<file path="src/rtl/arith_pkg.sv">
// Shared arithmetic library package: the FSM state encoding and the default
// operand width used by the serial subtractor.
package arith_pkg;

  typedef enum logic [1:0] {S_IDLE, S_RUN, S_HOLD} sub_state_t;

  localparam int DEFAULT_WIDTH = 4;

endpackage

</file>
<file path="src/rtl/full_subtractor.sv">
// One-bit full subtractor cell: d = a - b - bin, with bo as the borrow out.
module full_subtractor (
  input  logic a,
  input  logic b,
  input  logic bin,
  output logic d,
  output logic bo
);

  assign d  = a ^ b ^ bin;
  assign bo = (~a & b) | (~a & bin) | (b & bin);

endmodule

</file>
<file path="src/rtl/serial_subtractor4.sv">
// Bit-serial subtractor: diff = (a - b) mod 2^WIDTH, computed LSB first over
// WIDTH cycles with one full_subtractor cell and a borrow flip-flop.
// Operands arrive on a valid/ready handshake. The result is held on a
// valid/ready output until it is consumed.
// Optional build macro SUB_OVF_EN adds the ovf port (signed overflow) and
// the register that keeps the captured operand sign bits.
module serial_subtractor4
  import arith_pkg::*;
#(
  parameter int WIDTH = DEFAULT_WIDTH,
  parameter int CNT_W = $clog2(WIDTH + 1)
) (
  input  logic             clk,
  input  logic             rst,
  input  logic             in_valid,
  output logic             in_ready,
  input  logic [WIDTH-1:0] a,
  input  logic [WIDTH-1:0] b,
  output logic             out_valid,
  input  logic             out_ready,
  output logic [WIDTH-1:0] diff,
  output logic             bout
`ifdef SUB_OVF_EN
  ,
  output logic             ovf
`endif
);

  localparam logic [CNT_W-1:0] LAST = CNT_W'(WIDTH - 1);

  sub_state_t       state;
  logic [WIDTH-1:0] a_sr;
  logic [WIDTH-1:0] b_sr;
  // Holds the low WIDTH-1 result bits. The final bit goes straight into diff.
  logic [WIDTH-2:0] res_sr;
  logic [CNT_W-1:0] cnt;
  logic             br;
  logic             d_bit;
  logic             br_nxt;
`ifdef SUB_OVF_EN
  // {a sign, b sign} captured at accept time.
  logic [1:0]       sign_r;
`endif

  full_subtractor u_cell (
    .a   (a_sr[0]),
    .b   (b_sr[0]),
    .bin (br),
    .d   (d_bit),
    .bo  (br_nxt)
  );

  // Control FSM and serial datapath: accept, shift one bit per cycle, hold result
  always_ff @(posedge clk) begin
    if (rst) begin
      state     <= S_IDLE;
      in_ready  <= 1'b1;
      out_valid <= 1'b0;
      diff      <= '0;
      bout      <= 1'b0;
      a_sr      <= '0;
      b_sr      <= '0;
      res_sr    <= '0;
      cnt       <= '0;
      br        <= 1'b0;
`ifdef SUB_OVF_EN
      ovf       <= 1'b0;
      sign_r    <= 2'b00;
`endif
    end else begin
      case (state)
        S_IDLE: begin
          if (in_valid && in_ready) begin
            a_sr     <= a;
            b_sr     <= b;
            res_sr   <= '0;
            br       <= 1'b0;
            cnt      <= '0;
            in_ready <= 1'b0;
            state    <= S_RUN;
`ifdef SUB_OVF_EN
            sign_r   <= {a[WIDTH-1], b[WIDTH-1]};
`endif
          end
        end

        S_RUN: begin
          a_sr   <= a_sr >> 1;
          b_sr   <= b_sr >> 1;
          res_sr <= (WIDTH-1)'({d_bit, res_sr} >> 1);
          br     <= br_nxt;
          cnt    <= cnt + 1'b1;
          if (cnt == LAST) begin
            diff      <= {d_bit, res_sr};
            bout      <= br_nxt;
            out_valid <= 1'b1;
            state     <= S_HOLD;
`ifdef SUB_OVF_EN
            // Overflow when the operand signs differ and the result sign
            // differs from the minuend sign; d_bit is the result MSB.
            ovf       <= (sign_r[1] ^ sign_r[0]) & (sign_r[1] ^ d_bit);
`endif
          end
        end

        S_HOLD: begin
          if (out_ready) begin
            out_valid <= 1'b0;
            in_ready  <= 1'b1;
            state     <= S_IDLE;
          end
        end

        default: begin
          state     <= S_IDLE;
          in_ready  <= 1'b1;
          out_valid <= 1'b0;
        end
      endcase
    end
  end

endmodule

</file>
<file path="config.mk">
export PLATFORM = sky130hd
export DESIGN_NAME = serial_subtractor4
export DESIGN_NICKNAME = d
export VERILOG_FILES = /design/src/rtl/arith_pkg.sv /design/src/rtl/full_subtractor.sv /design/src/rtl/serial_subtractor4.sv
export SDC_FILE = /design/constraint.sdc
export NUM_CORES = 1
export LEC_CHECK = 0
export ABC_AREA = 1
export CORE_MARGIN = 5
export CORE_UTILIZATION = 50
export CTS_CLUSTER_SIZE = 8
export DETAILED_ROUTE_END_ITERATION = 8
export PLACE_DENSITY = 0.75
export SYNTH_ARGS = -nofsm -noshare
export SYNTH_HDL_FRONTEND = slang
export SYNTH_SLANG_ARGS = --single-unit
</file>
<file path="constraint.sdc">
create_clock -name clk -period 2.17 [get_ports clk]
set_input_delay 0.434 -clock clk [delete_from_list [all_inputs] [get_ports clk]]
set_output_delay 0.434 -clock clk [all_outputs]
set_load 0.05 [all_outputs]
</file>
==> run metrics <==
status completed; total CTS buffers 3; ys async rst share 0%; P per Cell Area 618 nW/um2; most frequent cell after synthesis nand2_1; Netlist Area Pre-Place 1170 um2; Cell variety after synth 23; HP Class reg2reg; Fillers 212; DIE AREA 3410 um2; number of global-route vias before repair 878; total iterations of the first detailed-routing run 2; WL/cell 11.3 um; reg2reg setup slack 820 ps; Final setup viols 0; largest net degree at the start of global routing 28; core area 2230 um2; Seq cells post-synth 24; routability-driven placement congestion ratio 0.787; Synth area leaders dfxtp_1 41%, nand2_1 11%, a21oi_2 7.5%; Final Net Count 178; H-tree Lvls 1; detailed placement HPWL 1580 um; sequential share of power 57.5%; Clock Latency Late Sink 300 ps; n_diodes 0; r2r startpoint cnt[0]$_SDFFE_PP0P_; Mapped Cells 146; Pleak 0.524 nW; hold buffers post-CTS 0; Internal 0.595 mW; Clk network pwr share 22.3%; max-cap violations 0; Synth top cells by count 33 x nand2_1, 24 x dfxtp_1, 16 x nand3_1; fin. max-slew vios 0; DRT iter0 DRCs 22; via count 946; WS Path Type reg2out; Seq/Total Area, Yosys 41.1%; Max clock buf depth 2; Switching Fraction 28.8%; Max VDD drop 0.402 mV; Chip Height 58.4 um; Period minus WS final 1930 ps; hold path depth 2; final wirelength 2140 um; clk slew on worst S/H paths 120 ps; P_sw 0.241 mW; startpoint types flip-flop; post-synth top area cell dfxtp_1; worst stage delay on the critical path 810 ps; max_slew headroom 66.3%; RSZ-0062 raised after global routing no; Post-synth EDFFs 0; Hold WS 468 ps; Crit-path slowest cell clkdlybuf4s50_1; Vias per Instance 5.01; Syn Nets 161; layout cell share with drive strength beyond 1 18.6%; setup bufs post-CTS 0; CP delay by family, top buffers and inverters; fin crit share 88.8%; Crit Path Max Fanout 3; total gr overflow 0; register area 480 um2; Worst-Margin Slew 505 ps; cells along the critical path clkdlybuf4s50_1; Gate power share 20.2%; PortBufs 18; main flop type after synthesis dfxtp_1; Crit path arrival time 1490 ps; Synth top area share 41.1%; Initial Utilization 52.4%; number of remaining DRC errors 0; Synth Area per Inst 8.01 um2; CTS root buf clkbuf_4; area of the multi-input gates 574 um2; gr usage total 14.3%; CP required 1740 ps; DIE WIDTH 58.4 um; Worst Hold Path EP out_valid$_SDFFE_PP0P_; depth of the most critical reg-to-reg path 5; IO Pins 19; Max Clock Freq 519 MHz; CTS tree yes; Hold Crit Start out_valid$_SDFFE_PP0P_; initial antenna violation count 0; number of cell rows 17; Post-CTS Resized 0; clk sinks 24; Worst setup EP type output port; TNS Setup 0 ps; P&R area growth vs syn 15.5%; Layout Skew 4.86 ps; Antenna Nets Post-Route 0; final hold vios 0; RR Endpoint diff[2]$_SDFFE_PP0P_; first-pass GRT wire length 3860 um; number of buffer and inverter stages on the critical path 1; YS warnings 0
power by group through the flow:
stage | Sequential, mW | Clock, mW | Combinational, mW
final | 0.481 | 0.186 | 0.169
after global routing | 0.484 | 0.214 | 0.196
after CTS | 0.482 | 0.198 | 0.170
after detailed placement | 0.492 | 0 | 0.169
after global placement | 0.490 | 0 | 0.166
after floorplan | 0.494 | 0 | 0.134
worst max-delay path by stage:
stage | from | endpoint | cells past startpoint
final | in_ready$_SDFFE_PP1P_ | in_ready | 1
after global routing | in_ready$_SDFFE_PP1P_ | in_ready | 1
after CTS | in_ready$_SDFFE_PP1P_ | in_ready | 1
after detailed placement | in_valid | b_sr[2]$_SDFFE_PP0P_ | 8
after global placement | in_valid | b_sr[2]$_SDFFE_PP0P_ | 8
after floorplan | in_ready$_SDFFE_PP1P_ | b_sr[1]$_SDFFE_PP0P_ | 7
sequential cells by signal, summed over array words and instances, names as in the netlist:
signal / flops
a_sr: 4
b_sr: 4
bout: 1
br: 1
cnt: 3
diff: 4
in_ready: 1
out_valid: 1
res_sr: 3
state: 2
metrics by stage:
stage | instances | setup WS, ps | instance area (um2) | util (%) | power, mW
global route | 189 | 166 | 1350 | 60.5 | 0.894
global placement | 186 | 437 | 1330 | 59.5 | 0.656
CTS | 189 | 207 | 1350 | 60.5 | 0.849
floorplan | 146 | 815 | 1170 | - | 0.629
finish | 189 | 244 | 1350 | 60.5 | 0.836
detailed placement | 186 | 384 | 1330 | 59.5 | 0.660
placed cells by master, fill, tap and decap left out:
| cell type | n |
|---|---|
| clkdlybuf4s50_1 | 18 |
| inv_1 | 10 |
| ha_1 | 2 |
| nand3_2 | 5 |
| dfxtp_1 | 24 |
| a21oi_1 | 7 |
| a21o_1 | 1 |
| o21ai_0 | 3 |
| a21oi_2 | 10 |
| nand3_1 | 16 |
| nand2_2 | 3 |
| clkbuf_4 | 3 |
| inv_4 | 1 |
| or2_1 | 2 |
| buf_4 | 1 |
| nand2_4 | 1 |
| nor2_1 | 14 |
| inv_2 | 2 |
| fa_1 | 1 |
| o21ai_2 | 4 |
| nand2_1 | 33 |
kinds of logic (layout without fill, tap and decap cells):
group,after synthesis,count (layout),synth area share [%]
flip-flops,24,24,41.1
buffers and inverters,20,35,9.84
AO/OA/AOI/OAI,25,25,15.4
AND/OR/NAND/NOR,74,74,29.8
adder cells (fa/ha/maj),3,3,3.85
layer usage:
layer / up-vias / global-route usage [%] / share of wire, % / routed length [um]
met2: 10 / 23.0 / 47 / 1010
li1: 498 / - / - / -
met5: - / 0 / 0 / 0
met1: 433 / 18.5 / 47 / 1000
met3: 5 / 2.85 / 3.9 / 83
met4: 0 / 6.29 / 1.8 / 39
area by class of cell:
cell class                      count  area share [%]
Tap cell                           28            2.59
Timing Repair Buffer               19            13.9
Inverter                           13            3.80
Sequential cell                    24            35.6
Clock buffer                        3            1.67
Multi-Input combinational cell    102            42.5
Note: power is estimated with default switching activity, not from simulation.
